### src/rtl/ni_hl_hdr_enc.sv
// ni_hl_hdr_enc: source NI injector computing hierarchical-leader headers and
// serialising HEAD/BODY/TAIL flits into the local router under credit flow control.
//   req_*    packet request from the core (destination bitmap, body length)
//   dat_*    body payload stream from the core
//   credit_in one-cycle pulse per router buffer slot freed
//   flit_*   flit presented to the local router input port
//   drop_err pulse when a request has no destination other than this node
`ifndef ROW
`define ROW 4
`endif
`ifndef COL
`define COL 4
`endif
`ifndef MADDR
`define MADDR 15
`endif
`ifndef NODEW
`define NODEW 3
`endif
`ifndef MSRC_BW
`define MSRC_BW 1
`endif
module ni_hl_hdr_enc #(
    parameter int MY_XPOS   = 0,
    parameter int MY_YPOS   = 0,
    parameter int BUF_DEPTH = 4,
    parameter int LENW      = 4,
    parameter int DATAW     = 32
) (
    input  logic              clk,
    input  logic              rst_n,
    input  logic              req_valid,
    output logic              req_ready,
    input  logic [`MADDR:0]   req_dst,
    input  logic [LENW-1:0]   req_len,
    input  logic              dat_valid,
    output logic              dat_ready,
    input  logic [DATAW-1:0]  dat_data,
    input  logic              credit_in,
    output logic              flit_valid,
    output logic [1:0]        flit_type,
    output logic              flit_um_type,
    output logic [`NODEW:0]   flit_uni_dst,
    output logic [`MADDR:0]   flit_mult_dst,
    output logic [1:0]        flit_src_pos,
    output logic [`MSRC_BW:0] flit_src_dst,
    output logic [DATAW-1:0]  flit_data,
    output logic              drop_err
);
    localparam int NB = `MADDR + 1;
    localparam int MY_POS = MY_XPOS * `ROW + MY_YPOS;
    localparam int CW = $clog2(BUF_DEPTH + 1);
    localparam int PW = $clog2(NB + 1);
    localparam int SW = `MSRC_BW + 1;
    localparam logic [1:0] SRC_POS = {MY_XPOS >= `COL / 2, MY_YPOS >= `ROW / 2};

    typedef enum logic [1:0] {IDLE, HEAD, BODY} state_t;

    state_t          state;
    logic [CW-1:0]   credit;
    logic [LENW-1:0] rem;
    logic            um_q;
    logic [`NODEW:0] uni_q;
    logic [`MADDR:0] mult_q;
    logic [SW-1:0]   sdst_q;
    logic [`MADDR:0] masked;
    logic [PW-1:0]   pc;
    logic [`NODEW:0] idx;
    logic            active, cred_ok, accept;

    // Destination bitmap with this node removed; popcount and highest set index.
    always_comb begin
        masked = req_dst;
        masked[MY_POS] = 1'b0;
        pc = '0;
        idx = '0;
        for (int i = 0; i < NB; i++) begin
            if (masked[i]) begin
                pc = pc + PW'(1);
                idx = i[`NODEW:0];
            end
        end
    end

    assign active        = state != IDLE;
    assign cred_ok       = credit != '0;
    // Ready is held low while reset is asserted, not just after it.
    assign req_ready     = rst_n && state == IDLE;
    assign accept        = req_valid && req_ready;
    assign dat_ready     = state == BODY && cred_ok;
    assign flit_valid    = cred_ok && (state == HEAD || (state == BODY && dat_valid));
    assign flit_type     = state == HEAD ? (rem == '0 ? 2'd3 : 2'd0) :
                           state == BODY ? (rem == LENW'(1) ? 2'd2 : 2'd1) : 2'd0;
    assign flit_um_type  = active && um_q;
    assign flit_uni_dst  = active ? uni_q : '0;
    assign flit_mult_dst = active ? mult_q : '0;
    assign flit_src_pos  = active ? SRC_POS : 2'b00;
    assign flit_src_dst  = active ? sdst_q : '0;
    assign flit_data     = state == BODY ? dat_data : '0;

    always_ff @(posedge clk or negedge rst_n) begin
        if (!rst_n) begin
            state    <= IDLE;
            credit   <= CW'(BUF_DEPTH);
            rem      <= '0;
            um_q     <= 1'b0;
            uni_q    <= '0;
            mult_q   <= '0;
            sdst_q   <= '0;
            drop_err <= 1'b0;
        end else begin
            drop_err <= accept && pc == '0;
            if (flit_valid && !credit_in)
                credit <= credit - CW'(1);
            else if (credit_in && !flit_valid && credit != CW'(BUF_DEPTH))
                credit <= credit + CW'(1);
            case (state)
                IDLE: if (accept && pc != '0) begin
                    state  <= HEAD;
                    rem    <= req_len;
                    um_q   <= pc > PW'(1);
                    uni_q  <= pc == PW'(1) ? idx : '0;
                    mult_q <= pc > PW'(1) ? masked : '0;
                    sdst_q <= pc > PW'(2 ** SW - 1) ? '1 : SW'(pc);
                end
                HEAD: if (flit_valid) state <= rem == '0 ? IDLE : BODY;
                BODY: if (flit_valid) begin
                    rem <= rem - LENW'(1);
                    if (rem == LENW'(1)) state <= IDLE;
                end
                default: state <= IDLE;
            endcase
        end
    end

    credit_overflow: assert property (@(posedge clk) disable iff (!rst_n)
        !(credit_in && !flit_valid && credit == CW'(BUF_DEPTH)))
        else $error("credit_in received with all credits already held");
endmodule

### config.mk
export PLATFORM = sky130hd
export DESIGN_NAME = ni_hl_hdr_enc
export DESIGN_NICKNAME = d
export VERILOG_FILES = /design/src/rtl/ni_hl_hdr_enc.sv
export SDC_FILE = /design/constraint.sdc
export NUM_CORES = 1
export LEC_CHECK = 0
export BUFFER_PORTS_ARGS = -buffer_cell sky130_fd_sc_hd__buf_2
export CORE_ASPECT_RATIO = 0.8
export CORE_UTILIZATION = 52
export CTS_CLUSTER_SIZE = 24
export DETAILED_ROUTE_END_ITERATION = 7
export GPL_TIMING_DRIVEN = 0
export PLACE_DENSITY = 0.78
export SLEW_MARGIN = 20
export SYNTH_ARGS = -nofsm -noshare
export SYNTH_HDL_FRONTEND = slang
export SYNTH_SLANG_ARGS = --single-unit
### constraint.sdc
create_clock -name clk -period 2.7 [get_ports clk]
set_input_delay 0 -clock clk [delete_from_list [all_inputs] [get_ports clk]]
set_output_delay 0 -clock clk [all_outputs]
set_load 0.02 [all_outputs]
## Yosys cells after proc, flatten, opt, wreduce, memory -nomap -nowiden

Cells that the tools add are included.

- Add/sub/neg operators: 17
- Multipliers: 0
- Div/mod/pow operators: 0
- Magnitude comparators: 2
- Equality and inequality tests: 9
- Shifts and indexed selects: 0
- Multiplexer cells: 52
- Bitwise operators: 0
- Reductions and logical operators: 25

Operators with widths:

| cell | number |
|---|---|
| adder 5 x 1 -> 5 bit, second input constant | 14 |
| 2-to-1 mux 5 bit | 14 |
| 2-to-1 mux 4 bit | 17 |
| 2-to-1 mux 16 bit | 2 |
| 2-to-1 mux 32 bit | 1 |
| 2-to-1 mux 2 bit | 12 |
| logical AND 1 bit | 11 |
| one-hot mux 4 bit (2 select lines) | 1 |
| 2-to-1 mux 3 bit | 2 |
| one-hot mux 2 bit (3 select lines) | 1 |
| nonzero test 2 bit | 3 |
| equality test 5 x 1 -> 1 bit, second input constant | 1 |
| greater-than comparator 5 x 1 -> 1 bit, second input constant | 1 |
| greater-than comparator 5 x 2 -> 1 bit, second input constant | 1 |
| zero test 5 bit | 1 |
| nonzero test 5 bit | 1 |
| equality test 4 x 1 -> 1 bit, second input constant | 1 |
| zero test 4 bit | 1 |
| != test 2 x 1 -> 1 bit, second input constant | 2 |
| != test 2 bit, second input constant | 2 |
| AND reduction 4 bit | 1 |
| subtractor 4 x 1 -> 4 bit, second input constant | 1 |
| adder 3 x 1 -> 3 bit, second input constant | 1 |
| != test 3 bit, second input constant | 1 |
| other kinds (10) | 12 |

- Flip-flop bits (word level): 33
- Latch bits: 0
- RAM bits: 0
- Bits in read-only memories: 0
- Input bits: 57
- Output and inout port bits: 63
- Word-level logic and storage cells: 113
- Memories: 0

## Depth between registers and ports, before layout

- Word-level depth: 33
- Mapped depth: 52
- Depth with buffers taken out: 51

## Least setup slack after synthesis

No wires, ideal clock.

- Path kind: input-to-reg
- Start: input port req_dst[1]
- End: register rem[2]
- Library setup time: 133 ps
- Data arrival time: 8098 ps
- Required time: 2567 ps
- Setup slack: -5530 ps
- Cell stages on the path: 52
- Buffers on the path: 1
- Cell sequence: inv_1 -> ha_1 -> xnor2_1 -> inv_1 -> ha_1 -> nand2_1 -> o31ai_1 -> ha_1 -> nand2_1 -> o311ai_2 -> ha_1 -> nor2b_1 -> nor2_1 -> ha_1 -> nand2_1 -> nand2b_1 -> ha_1 -> nand2_1 -> [... 16 more ...] -> o31ai_1 -> ha_1 -> mux2i_1 -> inv_1 -> ha_1 -> nand2_1 -> o21ai_0 -> ha_1 -> nand2_1 -> or2_2 -> nor2_1 -> nand3_1 -> mux2i_1 -> xor2_1 -> o31ai_4 -> buf_4 -> a211oi_1 -> a211oi_2

- Word-level cells in the longest chain between the ends: 33

Ends and longest elaborated chain:

| what | line | RTL |
|---|---|---|
| start, declared | 34 | `` input logic [`MADDR:0] req_dst, `` |
| 2-to-1 mux 1 bit * | 78 | `if (masked[i]) begin` |
| adder 5 x 1 -> 5 bit | 79 | `pc = pc + PW'(1);` |
| 2-to-1 mux 5 bit * | 78 |  |
| adder 5 x 1 -> 5 bit | 79 |  |
| 2-to-1 mux 5 bit * | 78 |  |
| adder 5 x 1 -> 5 bit | 79 |  |
| 2-to-1 mux 5 bit * | 78 |  |
| adder 5 x 1 -> 5 bit | 79 |  |
| [... 17 more ...] | n/a |  |
| adder 5 x 1 -> 5 bit | 79 |  |
| 2-to-1 mux 5 bit * | 78 |  |
| adder 5 x 1 -> 5 bit | 79 |  |
| 2-to-1 mux 5 bit * | 78 |  |
| nonzero test 5 bit * | 118 | `IDLE: if (accept && pc != '0) begin` |
| logical AND 1 bit * | 118 |  |
| != test 2 x 1 -> 1 bit (no source line) * | n/a |  |
| AND reduction 3 bit (no source line) * | n/a |  |
| end signal, assigned | 120 | `rem <= req_len;` |
| end signal, assigned | 128 | `rem <= rem - LENW'(1);` |
| end, declared | 61 | `logic [LENW-1:0] rem;` |

Mark *: on every way between the ends. The rest lies on a longest branch, timed or not.
A chain may end at the register's enable or synchronous reset.

## Worst setup path after layout

- Start: input port req_dst[2]
- End: register rem[2]

- Word-level cells in the longest chain between the ends: 31

Ends and longest elaborated chain:

| what | line |
|---|---|
| 2-to-1 mux 5 bit * | 78 |
| adder 5 x 1 -> 5 bit | 79 |
| 2-to-1 mux 5 bit * | 78 |
| adder 5 x 1 -> 5 bit | 79 |
| 2-to-1 mux 5 bit * | 78 |
| adder 5 x 1 -> 5 bit | 79 |
| 2-to-1 mux 5 bit * | 78 |
| adder 5 x 1 -> 5 bit | 79 |
| [... 15 more ...] | n/a |
| adder 5 x 1 -> 5 bit | 79 |
| 2-to-1 mux 5 bit * | 78 |
| adder 5 x 1 -> 5 bit | 79 |
| 2-to-1 mux 5 bit * | 78 |
| nonzero test 5 bit * | 118 |
| logical AND 1 bit * | 118 |
| != test 2 x 1 -> 1 bit (no source line) * | n/a |
| AND reduction 3 bit (no source line) * | n/a |

Marks and branches as above.

==> results.sh <==
export IMPL_route_final_wire_length_um=13000
export IMPL_cts_clk_slew_worst_paths_ns=0.07
export IMPL_hold_worst_slack_ns=0.00149
export IMPL_static_leakage_power_nw=2.60
export IMPL_synth_mux_area_share_pct=1.43
export IMPL_class_of_the_tightest_hold_or_removal_check="primary input to register"
export IMPL_powerDensity_nw_per_um2=1280
export IMPL_routed_via_count=4222
export IMPL_cap_viol_max_count=0
export IMPL_synth_compound_gate_area_share_pct=19.3
export IMPL_synth_largest_area_cell="dfrtp_1"
export IMPL_ctsLongestPathBuffers=2
export IMPL_final_common_cell="buf_2"
export IMPL_vdd_ir_drop_worst_v=0.000893
export IMPL_placement_io_buffers=108
export IMPL_design_power_total_mw=6.97
export IMPL_floorplan_rows=26
export IMPL_arithmetic_cell_share_of_the_synthesized_area_counting_full_adders_half_adders_and_majority_gates_pct=6.65
export IMPL_postSynth_asyncResetShare_pct=100
export IMPL_synth_area_leaders="dfrtp_1 22%, xnor2_1 6.8%, and2_1 6.4%"
export IMPL_gr_total_overflow=0
export IMPL_synth_top_family_by_area="simple AND/OR/NAND/NOR gates"
export IMPL_sink_count_of_the_clock_tree=32
export IMPL_worst_setup_path_end_kind="register"
export IMPL_final_antenna_net_count=0
export IMPL_final_report_hold_violation_count=0
export IMPL_routed_via_density=5.95
export IMPL_critical_path_class="primary input to register"
export IMPL_nNetsFinal=699
export IMPL_drt_first_pass_iters=8
export IMPL_cp_data_required_time_ns=2.91
export IMPL_area_growth_synth_to_final_pct=55.5
export IMPL_final_min_clock_period_ns=7.86
export IMPL_setup_repair_after_global_routing_missed_its_margin="yes"
export IMPL_postLayoutCellArea_sq_um=5440
export IMPL_antenna_cells_inserted=0
export IMPL_mostFrequentLayoutCells="109 x buf_2, 72 x buf_4, 36 x nor2_1"
export IMPL_worst_path_max_fanout=7
export IMPL_synth_warnings=0
export IMPL_worstSetupStartpointType="primary input"
export IMPL_timing_final_crit_share_pct=291
export IMPL_track_usage_pct=31.6
export IMPL_gate_count_post_synth=433
export IMPL_tritoncts="done"
export IMPL_design_die_area_sq_um=7060
export IMPL_post_synth_num_cell_types=67
export IMPL_die_h_um=75.4
export IMPL_crit_path_max_incr_delay_ns=0.41
export IMPL_wire_per_inst_um=18.4
export IMPL_ys_dominant_reg_cell="dfrtp_1"
export IMPL_max_freq_ghz=0.127
export IMPL_ioPinCount=120
export IMPL_post_syn_area_per_cell_sq_um=8.08
export IMPL_dp_final_hpwl_um=7120
export IMPL_synth_sequential_area_ratio_pct=22.9
export IMPL_synth_edf_count=0
export IMPL_outcome="finished with violations"
export IMPL_gpl_final_weighted_congestion=0.870
export IMPL_cts_made_buffers=5
export IMPL_clock_latency_ns=0.29
export IMPL_core_region_area_sq_um=6440
export IMPL_grt_antenna_before_repair=0
export IMPL_grt_pass1_wl_um=17300
export IMPL_netlist_area_leader_share_pct=22.2
export IMPL_h_tree_depth=2
export IMPL_drc=0
export IMPL_grt_start_max_net_pins=35
export IMPL_dr_first_iter_drc_count=382
export IMPL_max_slew_vio_count=0
export IMPL_synthXorXnorAreaFrac_pct=14.6
export IMPL_violations="negative setup slack"
export IMPL_worst_path_most_repeated_cell="ha_4"
export IMPL_worst_endpoint_arrival_ns=8.07
export IMPL_cp_max_delay_cell="nor3b_1"
export IMPL_synth_simple_gate_area_share_pct=28.5
export IMPL_slew_limit_headroom_pct=45.6
export IMPL_synth_seq_cells=32
export IMPL_postPlaceCellArea_sq_um=4350
export IMPL_syn_cell_area_sq_um=3500
export IMPL_die_width_um=93.7
export IMPL_worst_slew_pin_transition_ns=0.816
export IMPL_final_setup_skew_ns=0.00404
export IMPL_layout_setup_ws_ns=-5.16
export IMPL_drive_above_1_share_pct=44.8
export IMPL_finalSetupViolCount=28
export IMPL_initial_core_utilization_pct=54.3
export IMPL_clk_root_buffer_cell="clkbuf_8"
export IMPL_via_count_of_the_first_global_routing_pass=3563
-- per-stage QoR --
| step | worst slack, ns | util, % | TNS (ns) | cells |
|---|---|---|---|---|
| floorplan | -5.13 | - | -142.78 | 435 |
| global placement | -5.91 | 67.5 | -164.09 | 627 |
| detailed placement | -6.09 | 67.5 | -169.34 | 627 |
| CTS | -4.91 | 80.2 | -135.63 | 706 |
| global route | -5.44 | 84.5 | -149.44 | 709 |
| finish | -5.16 | 84.5 | -141.67 | 709 |
-- what timing repair did --
item                                    in CTS  in global routing
endpoints found under the setup margin      28                 29
gates resized for setup                     42                 43
hold endpoints to repair                    32                  0
pin swaps                                   36                 12
hold buffers                                 2                  0
cloned                                       4                  0
buffers inserted                            66                  9
-- cell families after synthesis --
kind of cell             after synthesis
buffers and inverters                 53
other                                  1
adder cells (fa/ha/maj)               18
XOR/XNOR                              45
flip-flops                            32
AND/OR/NAND/NOR                      189
multiplexers                           5
AO/OA/AOI/OAI                         90
-- registers in the layout, summed over array words and instances, names as in the netlist --
name / count
state: 2
mult_q: 15
sdst_q: 2
credit: 3
drop_err: 1
um_q: 1
uni_q: 4
rem: 4
-- critical path: cells and delay by family --
kind / cells / cell delay (ns)
adder cells (fa/ha/maj): 11 / 2.89
AND/OR/NAND/NOR: 15 / 1.80
AO/OA/AOI/OAI: 13 / 1.65
XOR/XNOR: 5 / 1.04
buffers and inverters: 6 / 0.63
-- power by group --
group	leakage [nW]	total, mW	switching (mW)	internal [mW]
Sequential	0.394	0.894	0.179	0.715
Combinational	2.15	5.61	3.04	2.57
Clock	0.0552	0.463	0.189	0.274
-- path summary, 6_finish.rpt --
check                           slack (ns)  cells past startpoint                 start                    end
worst max-delay path                 -5.16                     50            req_dst[2]     rem[2]$_DFFE_PN0P_
worst min-delay path                 0.001                      3            req_len[1]     rem[1]$_DFFE_PN0P_
worst max register to register        0.35                     10  state[0]$_DFFE_PN0P_  credit[2]$_DFFE_PN1P_
worst min register to register        0.49                      1      um_q$_DFFE_PN0P_       um_q$_DFFE_PN0P_
max in group asynchronous             1.90                      2                 rst_n   uni_q[3]$_DFFE_PN0P_
min in group asynchronous             0.32                      2                 rst_n       um_q$_DFFE_PN0P_
-- final cells by class --
cell class              instances  area (sq um)
multi-input cells             350          2990
repair buffers                184          1170
fillers                       359          1000
flip-flops and latches         32           802
plain buffers                  29           165
inverters                      22           105
well taps                      84           105
clock buffers                   6          72.6
clock inverters                 2          35.0
-- cells in the mapped netlist (all sizes together), types with 4 or more instances --
cell and instances:
and2 36, nor3 12, nand2 36, mux2i 5
a22o 15, ha 17, xor2 9, nor3b 4
xnor2 30, a21oi 21, or2 4, nor2 40
o21ai 8, inv 21, dfrtp 31, nor2b 28
clkbuf 18, buf 13, nand3 9, nand2b 4
o31ai 11
-- routing by layer --
layer	vias to the layer above	GRT usage (%)	part of all wire, %
met3	71	4.09	7.9
met4	0	9.23	4.9
li1	1877	-	-
met1	1991	41.1	40
met2	283	56.0	47
met5	-	0	0
No activity file was read; power rests on OpenSTA's default activity.
